<file path="src/rtl/i2c_xfer_seq_if.sv">
// ---------------------------------------------------------------------------
// i2c_xfer_seq_if
// Bundles the request/response port of the transaction sequencer together
// with its command/status port toward the byte-level I2C master.
//
// Modports:
//   slave  - the sequencer (i2c_xfer_seq): consumes requests, produces
//            responses, drives master commands, observes master status.
//   master - the surrounding system: issues requests, takes responses, and
//            plays the byte-level I2C master (status/read data).
//
// Request handshake: a request transfers on a rising clk edge where both
// req_valid and req_ready are high; req_* fields must be stable while
// req_valid is high. rsp_valid is a one-cycle pulse with no back-pressure.
//
// Signals:
//   req_valid/req_ready/req_rd/req_dev/req_reg/req_wdat : request
//   rsp_valid/rsp_err/rsp_rdat                          : response
//   m_cmd/m_dat/m_ds                                    : master command
//   m_status/m_rdat                                     : master status
//   dbg_state                                           : sequencer FSM state
// ---------------------------------------------------------------------------
interface i2c_xfer_seq_if;
    logic       req_valid;
    logic       req_ready;
    logic       req_rd;
    logic [6:0] req_dev;
    logic [7:0] req_reg;
    logic [7:0] req_wdat;
    logic       rsp_valid;
    logic [1:0] rsp_err;
    logic [7:0] rsp_rdat;
    logic [4:0] m_cmd;
    logic [7:0] m_dat;
    logic       m_ds;
    logic [3:0] m_status;
    logic [7:0] m_rdat;
    logic [3:0] dbg_state;

    modport slave (
        input  req_valid, req_rd, req_dev, req_reg, req_wdat, m_status, m_rdat,
        output req_ready, rsp_valid, rsp_err, rsp_rdat, m_cmd, m_dat, m_ds,
               dbg_state
    );

    modport master (
        output req_valid, req_rd, req_dev, req_reg, req_wdat, m_status, m_rdat,
        input  req_ready, rsp_valid, rsp_err, rsp_rdat, m_cmd, m_dat, m_ds,
               dbg_state
    );
endinterface

</file>
<file path="src/rtl/i2c_xfer_seq.sv">
// ---------------------------------------------------------------------------
// i2c_xfer_seq
// Register-level transaction sequencer for a byte-level I2C master. Takes one
// read/write-register request, walks the START/WRTE/READ/STOP command list
// one strobe at a time, checks ACK per byte, clears master errors, retries
// arbitration loss after a back-off, and returns a single response.
//
// Ports:
//   clk     - clock
//   rst     - asynchronous, active-high reset (aborts any sequence, no STOP)
//   io_bus  - i2c_xfer_seq_if.slave (request, response, master cmd/status,
//             dbg_state = current FSM state)
//
// Parameters:
//   RETRIES - arbitration-lost retries per request (0..15)
//   BACKOFF - idle cycles between an arbitration loss and the retry (>=1)
//   TMO     - cycles allowed for master BSY to fall (>=4)
// ---------------------------------------------------------------------------
module i2c_xfer_seq #(
    parameter int RETRIES = 3,
    parameter int BACKOFF = 16,
    parameter int TMO     = 65535
) (
    input  logic           clk,
    input  logic           rst,
    i2c_xfer_seq_if.slave  io_bus
);

    localparam logic [3:0] ST_RST   = 4'd0;  // first cycle after reset
    localparam logic [3:0] ST_IDLE  = 4'd1;
    localparam logic [3:0] ST_ISSUE = 4'd2;  // strobe a step command
    localparam logic [3:0] ST_GUARD = 4'd3;
    localparam logic [3:0] ST_WAIT  = 4'd4;
    localparam logic [3:0] ST_EVAL  = 4'd5;
    localparam logic [3:0] ST_CLR   = 4'd6;  // strobe a status clear
    localparam logic [3:0] ST_BOFF  = 4'd7;
    localparam logic [3:0] ST_STOPI = 4'd8;  // strobe a lone STOP after NACK
    localparam logic [3:0] ST_RESP  = 4'd9;

    // Which kind of command is in flight, so EVAL knows how to react.
    localparam logic [1:0] K_STEP = 2'd0;
    localparam logic [1:0] K_CLR  = 2'd1;
    localparam logic [1:0] K_STOP = 2'd2;

    localparam int MAXC = (TMO > BACKOFF) ? TMO : BACKOFF;
    localparam int CW   = $clog2(MAXC + 1);
    localparam logic [CW-1:0] TMO_LAST  = CW'(TMO - 1);
    localparam logic [CW-1:0] BOFF_LAST = CW'(BACKOFF - 1);

    logic [3:0]    r_state;
    logic [1:0]    r_kind;
    logic [1:0]    r_step;
    logic [3:0]    r_retry;
    logic [CW-1:0] r_cnt;
    logic          r_rd;
    logic [6:0]    r_dev;
    logic [7:0]    r_reg;
    logic [7:0]    r_wdat;
    logic [4:0]    r_cmd;
    logic [7:0]    r_dat;
    logic [2:0]    r_stat;       // {ACK, ALO, ERR} when BSY first seen low
    logic          r_alo_lat;    // ALO of the error that triggered the clear
    logic          r_after_stop; // clear follows the NACK STOP: keep err=1
    logic [1:0]    r_rsp_err;
    logic [7:0]    r_rsp_rdat;

    logic          w_last;
    logic [1:0]    w_step_nx;
    logic [12:0]   w_next_word;

    // {cmd, dat} for one entry of the write/read step lists.
    function automatic logic [12:0] step_word(input logic rd, input logic [1:0] step,
                                              input logic [6:0] dev, input logic [7:0] rg,
                                              input logic [7:0] wd);
        case (step)
            2'd0:    return {5'h09, dev, 1'b0};
            2'd1:    return {5'h08, rg};
            2'd2:    return rd ? {5'h09, dev, 1'b1} : {5'h0a, wd};
            default: return {5'h16, 8'h00};
        endcase
    endfunction

    assign w_last      = r_rd ? (r_step == 2'd3) : (r_step == 2'd2);
    assign w_step_nx   = 2'(r_step + 2'd1);
    assign w_next_word = step_word(r_rd, w_step_nx, r_dev, r_reg, r_wdat);

    always_ff @(posedge clk or posedge rst) begin
        if (rst) begin
            r_state      <= ST_RST;
            r_kind       <= K_STEP;
            r_step       <= 2'd0;
            r_retry      <= 4'd0;
            r_cnt        <= '0;
            r_rd         <= 1'b0;
            r_dev        <= 7'd0;
            r_reg        <= 8'd0;
            r_wdat       <= 8'd0;
            r_cmd        <= 5'd0;
            r_dat        <= 8'd0;
            r_stat       <= 3'd0;
            r_alo_lat    <= 1'b0;
            r_after_stop <= 1'b0;
            r_rsp_err    <= 2'd0;
            r_rsp_rdat   <= 8'd0;
        end else begin
            case (r_state)
                ST_RST: r_state <= ST_IDLE;
                ST_IDLE: begin
                    if (io_bus.req_valid) begin
                        r_rd           <= io_bus.req_rd;
                        r_dev          <= io_bus.req_dev;
                        r_reg          <= io_bus.req_reg;
                        r_wdat         <= io_bus.req_wdat;
                        r_step         <= 2'd0;
                        r_retry        <= 4'(RETRIES);
                        r_kind         <= K_STEP;
                        {r_cmd, r_dat} <= step_word(io_bus.req_rd, 2'd0, io_bus.req_dev,
                                                    io_bus.req_reg, io_bus.req_wdat);
                        r_state        <= ST_ISSUE;
                    end
                end
                ST_ISSUE, ST_CLR, ST_STOPI: r_state <= ST_GUARD;
                ST_GUARD: begin
                    r_cnt   <= '0;
                    r_state <= ST_WAIT;
                end
                ST_WAIT: begin
                    if (!io_bus.m_status[0]) begin
                        r_stat  <= io_bus.m_status[3:1];
                        r_state <= ST_EVAL;
                    end else if (r_cnt == TMO_LAST) begin
                        // Master is stuck: respond without issuing anything more.
                        r_rsp_err  <= 2'd3;
                        r_rsp_rdat <= 8'h00;
                        r_state    <= ST_RESP;
                    end else begin
                        r_cnt <= r_cnt + 1'b1;
                    end
                end
                ST_EVAL: begin
                    case (r_kind)
                        K_STEP: begin
                            if (r_stat[0]) begin
                                r_alo_lat    <= r_stat[1];
                                r_after_stop <= 1'b0;
                                r_kind       <= K_CLR;
                                r_cmd        <= 5'd0;
                                r_state      <= ST_CLR;
                            end else if (r_cmd[3] && !r_stat[2]) begin
                                if (r_cmd[1]) begin
                                    r_rsp_err  <= 2'd1;
                                    r_rsp_rdat <= 8'h00;
                                    r_state    <= ST_RESP;
                                end else begin
                                    // Release the bus before reporting the NACK.
                                    r_kind  <= K_STOP;
                                    r_cmd   <= 5'h02;
                                    r_state <= ST_STOPI;
                                end
                            end else if (w_last) begin
                                r_rsp_err  <= 2'd0;
                                r_rsp_rdat <= r_rd ? io_bus.m_rdat : 8'h00;
                                r_state    <= ST_RESP;
                            end else begin
                                r_step         <= w_step_nx;
                                {r_cmd, r_dat} <= w_next_word;
                                r_state        <= ST_ISSUE;
                            end
                        end
                        K_STOP: begin
                            if (r_stat[0]) begin
                                r_after_stop <= 1'b1;
                                r_kind       <= K_CLR;
                                r_cmd        <= 5'd0;
                                r_state      <= ST_CLR;
                            end else begin
                                r_rsp_err  <= 2'd1;
                                r_rsp_rdat <= 8'h00;
                                r_state    <= ST_RESP;
                            end
                        end
                        default: begin
                            // Status of the clear itself is not inspected.
                            r_rsp_rdat <= 8'h00;
                            if (r_after_stop) begin
                                r_rsp_err <= 2'd1;
                                r_state   <= ST_RESP;
                            end else if (r_alo_lat && r_retry != 4'd0) begin
                                r_retry <= r_retry - 4'd1;
                                r_cnt   <= '0;
                                r_state <= ST_BOFF;
                            end else begin
                                r_rsp_err <= r_alo_lat ? 2'd2 : 2'd3;
                                r_state   <= ST_RESP;
                            end
                        end
                    endcase
                end
                ST_BOFF: begin
                    if (r_cnt == BOFF_LAST) begin
                        r_step         <= 2'd0;
                        r_kind         <= K_STEP;
                        {r_cmd, r_dat} <= step_word(r_rd, 2'd0, r_dev, r_reg, r_wdat);
                        r_state        <= ST_ISSUE;
                    end else begin
                        r_cnt <= r_cnt + 1'b1;
                    end
                end
                ST_RESP: r_state <= ST_IDLE;
                default: r_state <= ST_IDLE;
            endcase
        end
    end

    assign io_bus.req_ready = (r_state == ST_IDLE);
    assign io_bus.rsp_valid = (r_state == ST_RESP);
    assign io_bus.rsp_err   = r_rsp_err;
    assign io_bus.rsp_rdat  = r_rsp_rdat;
    assign io_bus.m_cmd     = r_cmd;
    assign io_bus.m_dat     = r_dat;
    assign io_bus.m_ds      = (r_state == ST_ISSUE) || (r_state == ST_CLR) ||
                              (r_state == ST_STOPI);
    assign io_bus.dbg_state = r_state;

endmodule

</file>
<file path="src/flat_wrapper.sv">
// flat-port wrapper written by rule: the top's interface ports become plain ports
module i2c_xfer_seq_flat 
#(
    parameter int RETRIES = 3,
    parameter int BACKOFF = 16,
    parameter int TMO     = 65535
)
  (clk, rst, io_bus_req_valid, io_bus_req_rd, io_bus_req_dev, io_bus_req_reg, io_bus_req_wdat, io_bus_m_status, io_bus_m_rdat, io_bus_req_ready, io_bus_rsp_valid, io_bus_rsp_err, io_bus_rsp_rdat, io_bus_m_cmd, io_bus_m_dat, io_bus_m_ds, io_bus_dbg_state);
  i2c_xfer_seq_if io_bus_i ();
  input  logic clk;
  input  logic rst;
  input wire logic [$bits(io_bus_i.req_valid)-1:0] io_bus_req_valid;
  input wire logic [$bits(io_bus_i.req_rd)-1:0] io_bus_req_rd;
  input wire logic [$bits(io_bus_i.req_dev)-1:0] io_bus_req_dev;
  input wire logic [$bits(io_bus_i.req_reg)-1:0] io_bus_req_reg;
  input wire logic [$bits(io_bus_i.req_wdat)-1:0] io_bus_req_wdat;
  input wire logic [$bits(io_bus_i.m_status)-1:0] io_bus_m_status;
  input wire logic [$bits(io_bus_i.m_rdat)-1:0] io_bus_m_rdat;
  output wire logic [$bits(io_bus_i.req_ready)-1:0] io_bus_req_ready;
  output wire logic [$bits(io_bus_i.rsp_valid)-1:0] io_bus_rsp_valid;
  output wire logic [$bits(io_bus_i.rsp_err)-1:0] io_bus_rsp_err;
  output wire logic [$bits(io_bus_i.rsp_rdat)-1:0] io_bus_rsp_rdat;
  output wire logic [$bits(io_bus_i.m_cmd)-1:0] io_bus_m_cmd;
  output wire logic [$bits(io_bus_i.m_dat)-1:0] io_bus_m_dat;
  output wire logic [$bits(io_bus_i.m_ds)-1:0] io_bus_m_ds;
  output wire logic [$bits(io_bus_i.dbg_state)-1:0] io_bus_dbg_state;
  assign io_bus_i.req_valid = io_bus_req_valid;
  assign io_bus_i.req_rd = io_bus_req_rd;
  assign io_bus_i.req_dev = io_bus_req_dev;
  assign io_bus_i.req_reg = io_bus_req_reg;
  assign io_bus_i.req_wdat = io_bus_req_wdat;
  assign io_bus_i.m_status = io_bus_m_status;
  assign io_bus_i.m_rdat = io_bus_m_rdat;
  assign io_bus_req_ready = io_bus_i.req_ready;
  assign io_bus_rsp_valid = io_bus_i.rsp_valid;
  assign io_bus_rsp_err = io_bus_i.rsp_err;
  assign io_bus_rsp_rdat = io_bus_i.rsp_rdat;
  assign io_bus_m_cmd = io_bus_i.m_cmd;
  assign io_bus_m_dat = io_bus_i.m_dat;
  assign io_bus_m_ds = io_bus_i.m_ds;
  assign io_bus_dbg_state = io_bus_i.dbg_state;
  i2c_xfer_seq #(.RETRIES(RETRIES), .BACKOFF(BACKOFF), .TMO(TMO)) u_core (.clk(clk), .rst(rst), .io_bus(io_bus_i));
endmodule
</file>
<file path="config.mk">
export PLATFORM = sky130hd
export DESIGN_NAME = i2c_xfer_seq_flat
export DESIGN_NICKNAME = d
export VERILOG_FILES = /design/src/rtl/i2c_xfer_seq_if.sv /design/src/rtl/i2c_xfer_seq.sv /design/src/flat_wrapper.sv
export SDC_FILE = /design/constraint.sdc
export NUM_CORES = 1
export LEC_CHECK = 0
export CAP_MARGIN = 20
export CORE_MARGIN = 1
export CORE_UTILIZATION = 49
export CTS_CLUSTER_SIZE = 8
export DETAILED_ROUTE_END_ITERATION = 16
export PLACE_DENSITY = 0.8
export SYNTH_ARGS = -nofsm -noshare
export SYNTH_HDL_FRONTEND = slang
export SYNTH_SLANG_ARGS = --single-unit
</file>
<file path="constraint.sdc">
create_clock -name clk -period 2.5 [get_ports clk]
set_input_delay 0.375 -clock clk [delete_from_list [all_inputs] [get_ports clk]]
set_output_delay 0.375 -clock clk [all_outputs]
set_load 0.01 [all_outputs]
</file>
After elaboration in Yosys (flattened, before gate mapping). Index checks and enable logic that the tools add are counted.

Bits in registers: 80. Latch bits: 0. RAM bits: 0. ROM bits: 0. Bits of input ports: 39. Output and inout port bits: 30. Memories: 0.

Add/subtract/negate cells: 3. $mul: 0. Divide/modulo/power cells: 0. Magnitude comparators: 0. Equality and inequality tests: 43. Shift-type cells: 0. Multiplexer cells: 82. Bitwise logic cells: 1. Reduce and logical (&&, ||, !) cells: 28.

Operators by type and width (number): 8-bit 2-to-1 mux (14); 16-bit 2-to-1 mux (6); 16-bit case mux with 4 select lines (1); 4-bit 2-to-1 mux (14); 13-bit case mux with 3 select lines (1); 2-bit 2-to-1 mux (19); 5-bit 2-to-1 mux (7); 7-bit AND reduction (5); 8-bit case mux with 2 select lines (2); 4-bit case mux with 6 select lines (1); 8-bit case mux with 3 select lines (1); 2-bit != test (second input constant) (9); 16-bit by 1-bit adder with 16-bit output (second input constant) (1); 16-bit == test (second input constant) (1); 16-bit by 4-bit == test with 1-bit output (second input constant) (1); 4-bit by 3-bit == test with 1-bit output (second input constant) (4); 4-bit case mux with 2 select lines (2); 5-bit case mux with 3 select lines (1); 2-bit by 1-bit != test with 1-bit output (second input constant) (6); 2-bit case mux with 2 select lines (3); 2-bit case mux with 3 select lines (2); 10-bit 2-to-1 mux (1); 5-bit by 4-bit != test with 1-bit output (second input constant) (2); 5-bit case mux with 2 select lines (1); 32 further kinds (52).

Longest topological paths before layout. Gate-level depths: netlist (run 1).

Word-level depth: 8. Mapped depth: 9. Depth with buffers taken out: 7.

Worst setup path before layout (run 1). OpenSTA, ideal clock, no wires.

Path kind: register -> register. From: register u_core.r_cnt[0]. To: register u_core.r_cnt[15]. Arrival: 1942 ps. Setup slack: 485 ps. Stages on the path, launching flop included: 8. Buffers on the path: 1. Clock period less this slack: 2015 ps. Cell sequence: dfrtp_1 -> ha_1 -> and3_1 -> nand4_1 -> a2bb2o_4 -> buf_6 -> or4_4 -> a21oi_2.

Cells in the longest elaborated chain, start to end: 4. Elaborated cells on any way between the ends: 10. Those cells by class: add/sub (1); eq/ne (4); mux (4); reduce/logical (1).

RTL lines: from (decl) (RTL line i2c_xfer_seq.sv:54) `logic [CW-1:0] r_cnt;`; from (signal assigned) (RTL line i2c_xfer_seq.sv:137) `r_cnt <= r_cnt + 1'b1;`; from (signal assigned) (RTL line i2c_xfer_seq.sv:206) `r_cnt <= r_cnt + 1'b1;`; 16-bit by 1-bit adder with 16-bit output (RTL line i2c_xfer_seq.sv:137, i2c_xfer_seq.sv:206); 16-bit 2-to-1 mux (RTL line i2c_xfer_seq.sv:131) `end else if (r_cnt == TMO_LAST) begin`; 16-bit 2-to-1 mux (RTL line i2c_xfer_seq.sv:128) `if (!io_bus.m_status[0]) begin`; 16-bit case mux with 4 select lines (RTL line i2c_xfer_seq.sv:106) `case (r_state)`.

Several ways; a longest one is shown, not always the timed one. The select of a mux whose other input is x is not followed. A chain may end at the register's enable or synchronous reset.

Worst setup path in the final report (run 1).
From: register u_core.r_state[2], in the netlist u_core.io_bus.dbg_state[2]. To: output io_bus_m_ds.

Cells in the longest elaborated chain, start to end: 3. Elaborated cells on any way between the ends: 5. Those cells by class: eq/ne (3); reduce/logical (2).

RTL lines: from (decl) (RTL line i2c_xfer_seq.sv:50) `logic [3:0] r_state;`; from (signal assigned) (RTL line i2c_xfer_seq.sv:89) `r_state <= ST_RST;`; from (signal assigned) (RTL line i2c_xfer_seq.sv:107) `ST_RST: r_state <= ST_IDLE;`; from (signal assigned) (RTL line i2c_xfer_seq.sv:119) `r_state <= ST_ISSUE;`; 4-bit by 2-bit == test with 1-bit output or 4-bit by 3-bit == test with 1-bit output (tied branches) (RTL line i2c_xfer_seq.sv:221) `assign io_bus.m_ds = (r_state == ST_ISSUE) || (r_state == ST_CLR) ||`; 1-bit logical OR (RTL line i2c_xfer_seq.sv:221); 1-bit logical OR * (RTL line i2c_xfer_seq.sv:221); to (decl) (RTL line flat_wrapper.sv:25) `output wire logic [$bits(io_bus_i.m_ds)-1:0] io_bus_m_ds;`.

Mark *: on every way between the ends. The rest lies on a longest branch, timed or not.

==> results.toml, run 1 <==
[logic_synthesis]
syn_avg_cell_area_um2 = 10.53
yosysWarnings = 0
ys_seq_area_share_pct = 45.68
synth-edff-count = 0
syn_inst = 411
synth_seq_cells = 79
synth_flop_cell = "dfrtp_1"
yosysUniqueCellTypes = 67
async_reset_ff_share_pct = 100.0
syn-num-nets = 458
synth_area_mm2 = 0.004328

[die]
rows = 33
die_w_um = 95.98
core_area_mm2 = 0.008382
dieArea_mm2 = 0.009212
fp.dieH_um = 95.98
start_util_pct = 51.63
pin_count = 69

[critical_path]
cp.arrival_ps = 2080
slowest_stage = "clkdlybuf4s50_1"
path_cells = "nand2b_1 > mux2_2 > nor2_1 > clkdlybuf4s50_1"
rrSetupSlack_ps = 230
crit_required_ps = 2120
worstPathMaxFanout = 9
crit_type = "flop to output port"
slowest_delay_ps = 570
startpoint_type = "flop"
critPathCaptureType = "output port"

[cts]
numClockSinks = 79
cts-root-buf = "clkbuf_8"
cts.path.max_buffers = 2
cts_tree = "done"
cts_made_buffers = 9
clk_latency_ps = 350
htreeDepth = 3
path_clk_slew_ps = 80
post_cts_buffers = 0

[global_route]
overflow = 0
grt_max_degree = 54
grt_pass1_vias = 3531
gr-usage-all-layers_pct = 23.40
antenna_found_initial = 0
grt_pass1_wl_um = 16430

[timing]
setup_viol = 0
max_freq_mhz = 408.0
slew_viol_final = 0
holdWs_ps = 226.0
tightest_slew_ps = 538.6
clock_skew_ps = 7.616
finalWorstSetupSlack_ps = 49.18
hold_viol_final = 0
tns_ps = 0
min_period_ps = 2451
rsz0062_at_grt = "no"
slew_headroom_pct = 64.00
period_share_pct = 98.03

[layout]
drive_gt1_share_pct = 16.50
top_register = "u_core.r_cnt"
largest_reg_flops = 16
fin_cells = 596
syn_to_final_growth_pct = 25.07
final_cell_area_mm2 = 0.005413
postLayoutCoreUtil_pct = 64.58
layout.nets = 534
antennaDiodeCount = 0

[drt]
ant_nets = 0
drc = 0
vias = 3591
viasPerCell = 6.025
first_pass_iters = 4
wl_um = 10030
drt-initial-drc-count = 161
wl_per_cell_um = 16.82

[place]
place_congestion = 0.9200
post-place-ws_ps = 173.2
dp.cells = 581
io_buffers = 68
post-dp-hpwl_um = 7357
dpl_cell_area_mm2 = 0.005171

[power]
p_int_mw = 3.775
power_frac_clock_pct = 18.6
finalPower_mw = 6.044
swShare_pct = 37.53
ir_drop_v = 0.0005480
power.switching_mw = 2.268
p_seq_share_pct = 35.0
pwr_density_cell_mw_per_mm2 = 1117
p_leak_nw = 2.311
p_comb_share_pct = 46.4

[run_status]
outcome = "finished clean"

[worst_hold_path]
hp-class = "input port to asynchronous set/reset pin"

[job]
maxCapViolCount = 0
-- per-layer routing --
| metal | global-route usage, % | share of wire, % | vias to the layer above |
|---|---|---|---|
| met4 | 10.70 | 2.5 | 0 |
| met3 | 4.186 | 5.6 | 20 |
| met1 | 29.29 | 45 | 1752 |
| met5 | 0 | 0 | - |
| li1 | - | - | 1691 |
| met2 | 39.30 | 47 | 128 |
-- placed cells by master, fill, tap and decap left out, types with 8 or more instances in the layout --
cell type | Yosys | routed
mux2_2 | 31 | 31
nor4_1 | 9 | 9
nor2b_1 | 8 | 8
nand2_1 | 21 | 21
clkbuf_8 | 0 | 9
a22oi_1 | 8 | 8
a21bo_1 | 8 | 8
ha_1 | 8 | 8
mux2_1 | 11 | 11
a21oi_1 | 28 | 28
nand4_1 | 13 | 13
buf_4 | 4 | 18
inv_1 | 12 | 11
dfrtp_1 | 79 | 79
o21ai_0 | 14 | 14
nand3_1 | 10 | 10
clkdlybuf4s50_1 | 0 | 68
nor2_1 | 27 | 27
-- area by class of cell --
class / instances / area (um2)
tap: 105 / 131.4
clock buffer: 9 / 123.9
inverter: 12 / 45.04
clock inverter: 6 / 110.1
timing repair buffer: 87 / 835.8
fill: 658 / 2969
sequential: 79 / 1977
multi-input combinational: 298 / 2190
-- path summary, 6_finish.rpt --
path,to,start,cells after the start
setup / recovery,io_bus_m_ds,u_core.io_bus.dbg_state[2],4
hold / removal,u_core.r_reg[2],rst,2
setup reg to reg,u_core.io_bus.m_dat[2],u_core.r_cnt[13],6
hold reg to reg,u_core.io_bus.rsp_rdat[5],u_core.io_bus.rsp_rdat[5],1
max in group asynchronous,u_core.io_bus.dbg_state[2],rst,3
min in group clk,u_core.io_bus.rsp_rdat[5],u_core.io_bus.rsp_rdat[5],1
-- critical path, delay by kind of cell (launching register included) --
family	cells	cell delay, ps
buffers and inverters	1	570
and+or+nand+nor	2	400
muxes	1	280
DFF	1	480
-- repair_timing --
item,in CTS,in global routing
endpoints found under the setup margin,0,1
resized for setup,0,1
hold buffers,0,0
endpoints found under the hold margin,0,0
-- power by group through the flow --
stage	logic (mW)	registers (mW)	clock network [mW]
6_report	2.80	2.11	1.13
5_1_grt	3.06	2.18	1.20
4_1_cts	2.80	2.11	1.15
3_5_place_dp	2.78	2.13	0
3_3_place_gp	2.70	2.11	0
2_1_floorplan	1.89	2.07	0
-- cell usage after synthesis, types with 5 or more instances --
| cell | n | area share (%) |
|---|---|---|
| nand3_1 | 10 | 1.2 |
| or4_1 | 5 | 0.87 |
| a21oi_1 | 28 | 3.2 |
| o21ai_1 | 6 | 0.69 |
| a22o_1 | 7 | 1.4 |
| nor3_1 | 7 | 0.81 |
| ha_1 | 8 | 2.3 |
| or3_1 | 5 | 0.72 |
| o211ai_1 | 6 | 1.0 |
| nor2b_1 | 8 | 1.2 |
| a22oi_1 | 8 | 1.4 |
| nand2_1 | 21 | 1.8 |
| nor2_1 | 27 | 2.3 |
| a21bo_1 | 8 | 1.9 |
| nand4_1 | 13 | 1.9 |
| nor4_1 | 9 | 1.3 |
| o21ai_0 | 14 | 1.6 |
| inv_1 | 12 | 1.0 |
| mux2_1 | 11 | 2.9 |
| dfrtp_1 | 79 | 46 |
| mux2_2 | 31 | 8.1 |
| buf_2 | 9 | 1.0 |
-- logic make-up (layout without fill, tap and decap cells) --
group / Yosys count / in the layout / share of synthesized area [%]
AOI/OAI and AO/OA: 108 / 108 / 17.52
buffers and inverters: 34 / 114 / 3.903
DFF: 79 / 79 / 45.68
muxes: 46 / 46 / 11.85
adders and majority gates: 8 / 8 / 2.313
xor gates and xnor gates: 3 / 3 / 0.6072
and+or+nand+nor: 133 / 133 / 18.13
Power figures use the tool's default switching activity.
==> run 2, diff against run 1 <==
Settings changed: CORE_ASPECT_RATIO from default to 0.8, CORE_UTILIZATION 49 to 53, DONT_BUFFER_PORTS from default to 1, PLACE_DENSITY 0.8 to 0.74.
==> run 2 against run 1 <==
Effect of this change: final cell count fell by 11%; via count fell by 7.0%; cell area fell by 14%; critical path type is now flop to flop; largest power group unchanged.
==> results.toml, run 2 (same netlist as run 1, synthesis figures left out) <==
[die]
core_area_mm2 = 0.007910
dieArea_mm2 = 0.008533
die_w_um = 103.0
start_util_pct = 54.71
pin_count = 69
fp.dieH_um = 82.83
rows = 29

[critical_path]
critPathCaptureType = "flop"
startpoint_type = "flop"
reg2reg_depth = 5
crit_type = "flop to flop"
path_cells = "and4bb_1 > nand2b_1 > a31oi_1 > nor2b_1 > o32a_1"
cp.arrival_ps = 2440
slowest_stage = "and4bb_1"
worstPathMaxFanout = 15
rrSetupSlack_ps = 290
crit_required_ps = 2730
slowest_delay_ps = 620

[timing]
max_freq_mhz = 452.9
period_share_pct = 88.31
setup_viol = 0
slew_viol_final = 0
hold_viol_final = 0
tightest_slew_ps = 640.6
rsz0062_at_grt = "no"
clock_skew_ps = 7.887
slew_headroom_pct = 57.24
min_period_ps = 2208
holdWs_ps = 103.7
tns_ps = 0

[layout]
final_common_cell = "dfrtp_1"
seqCellArea_mm2 = 0.001977
fin_cells = 528
layout.nets = 461
top_register = "u_core.r_cnt"
multi_input_area_mm2 = 0.002182
syn_to_final_growth_pct = 7.719
postLayoutCoreUtil_pct = 58.94
fillers = 687
layout_common_cells = "dfrtp_1, mux2_2, a21oi_1"
drive_gt1_share_pct = 17.90
largest_reg_flops = 16
final_cell_area_mm2 = 0.004662

[power]
power_frac_clock_pct = 17.4
pwr_density_cell_mw_per_mm2 = 1179
p_leak_nw = 2.001
p_int_mw = 3.278
swShare_pct = 40.37
p_comb_share_pct = 41.8
power.switching_mw = 2.219
p_seq_share_pct = 40.8
ir_drop_v = 0.0006227

[cts]
cts_made_buffers = 9
cts-root-buf = "clkbuf_8"
cts_tree = "done"
clk_latency_ps = 350
cts.path.max_buffers = 2
numClockSinks = 79
path_clk_slew_ps = 80
post_cts_buffers = 0
htreeDepth = 3

[global_route]
grt_pass1_wl_um = 15790
overflow = 0
antenna_found_initial = 1
gr-usage-all-layers_pct = 23.89
grt_max_degree = 37
grt_pass1_vias = 3225

[job]
maxCapViolCount = 0

[drt]
drt-initial-drc-count = 208
ant_nets = 0
drc = 0
viasPerCell = 6.324
first_pass_iters = 5
wl_per_cell_um = 18.21
vias = 3339
wl_um = 9615

[place]
place_congestion = 0.8849
dp.cells = 510
io_buffers = 0
dpl_cell_area_mm2 = 0.004451
post-dp-hpwl_um = 7027

[run_status]
outcome = "finished clean"

[worst_hold_path]
hp-class = "input port to flop"
whs_path_depth = 1
## run 2: final cells by class
cell class                 instances  area share, %
multi-input combinational        298          46.81
sequential                        79          42.40
clock buffer                      11          3.033
tap                              108          2.899
timing repair buffer              14          2.576
clock inverter                     5          1.235
inverter                          12         0.9930
antenna                            1        0.05368
## run 2: path summary, 6_finish.rpt
path | from | to
worst max-delay path | u_core.io_bus.dbg_state[3] | u_core.io_bus.m_cmd[0]
worst min-delay path | io_bus_req_valid | u_core.r_retry[2]
worst max register to register | u_core.io_bus.dbg_state[3] | u_core.io_bus.m_cmd[0]
worst min register to register | u_core.r_wdat[0] | u_core.r_wdat[0]
max in group asynchronous | rst | u_core.r_dev[6]
min in group asynchronous | rst | u_core.r_reg[5]
## run 2: timing repair
action / CTS / global route
hold endpoints to repair: 34 / 0
resized for setup: 0 / 0
hold buffers: 1 / 0
endpoints found under the setup margin: 0 / 0
## run 2: critical path, delay by kind of cell (launching register included)
kind,cells,cell delay (ps)
flops,1,580
simple gates,3,960
compound gates,2,540
## run 2: metal layers
layer | GRT usage (%) | wire [um] | up-vias | part of all wire (%)
li1 | - | - | 1544 | -
met2 | 37.88 | 4641 | 106 | 48
met1 | 32.63 | 4236 | 1677 | 44
met3 | 5.892 | 640 | 12 | 6.7
met4 | 6.402 | 97 | 0 | 1.0
met5 | 0 | 0 | - | 0
## run 2: power by group through the flow
stage / combinational [mW] / clock, mW / sequential, mW
after floorplan: 1.89 / 0 / 2.07
after global placement: 2.20 / 0 / 2.24
after detailed placement: 2.27 / 0 / 2.27
after CTS: 2.29 / 0.979 / 2.24
after global routing: 2.53 / 1.03 / 2.31
final: 2.30 / 0.959 / 2.24
## run 2: metrics by stage
| step | total power [mW] | worst slack [ps] |
|---|---|---|
| 4_1_cts | 5.509 | 306.8 |
| 6_report | 5.497 | 292.2 |
| 5_1_grt | 5.870 | 123.3 |
| 2_1_floorplan | 3.961 | 101.6 |
| 3_5_place_dp | 4.539 | 326.9 |
| 3_3_place_gp | 4.441 | 311.8 |
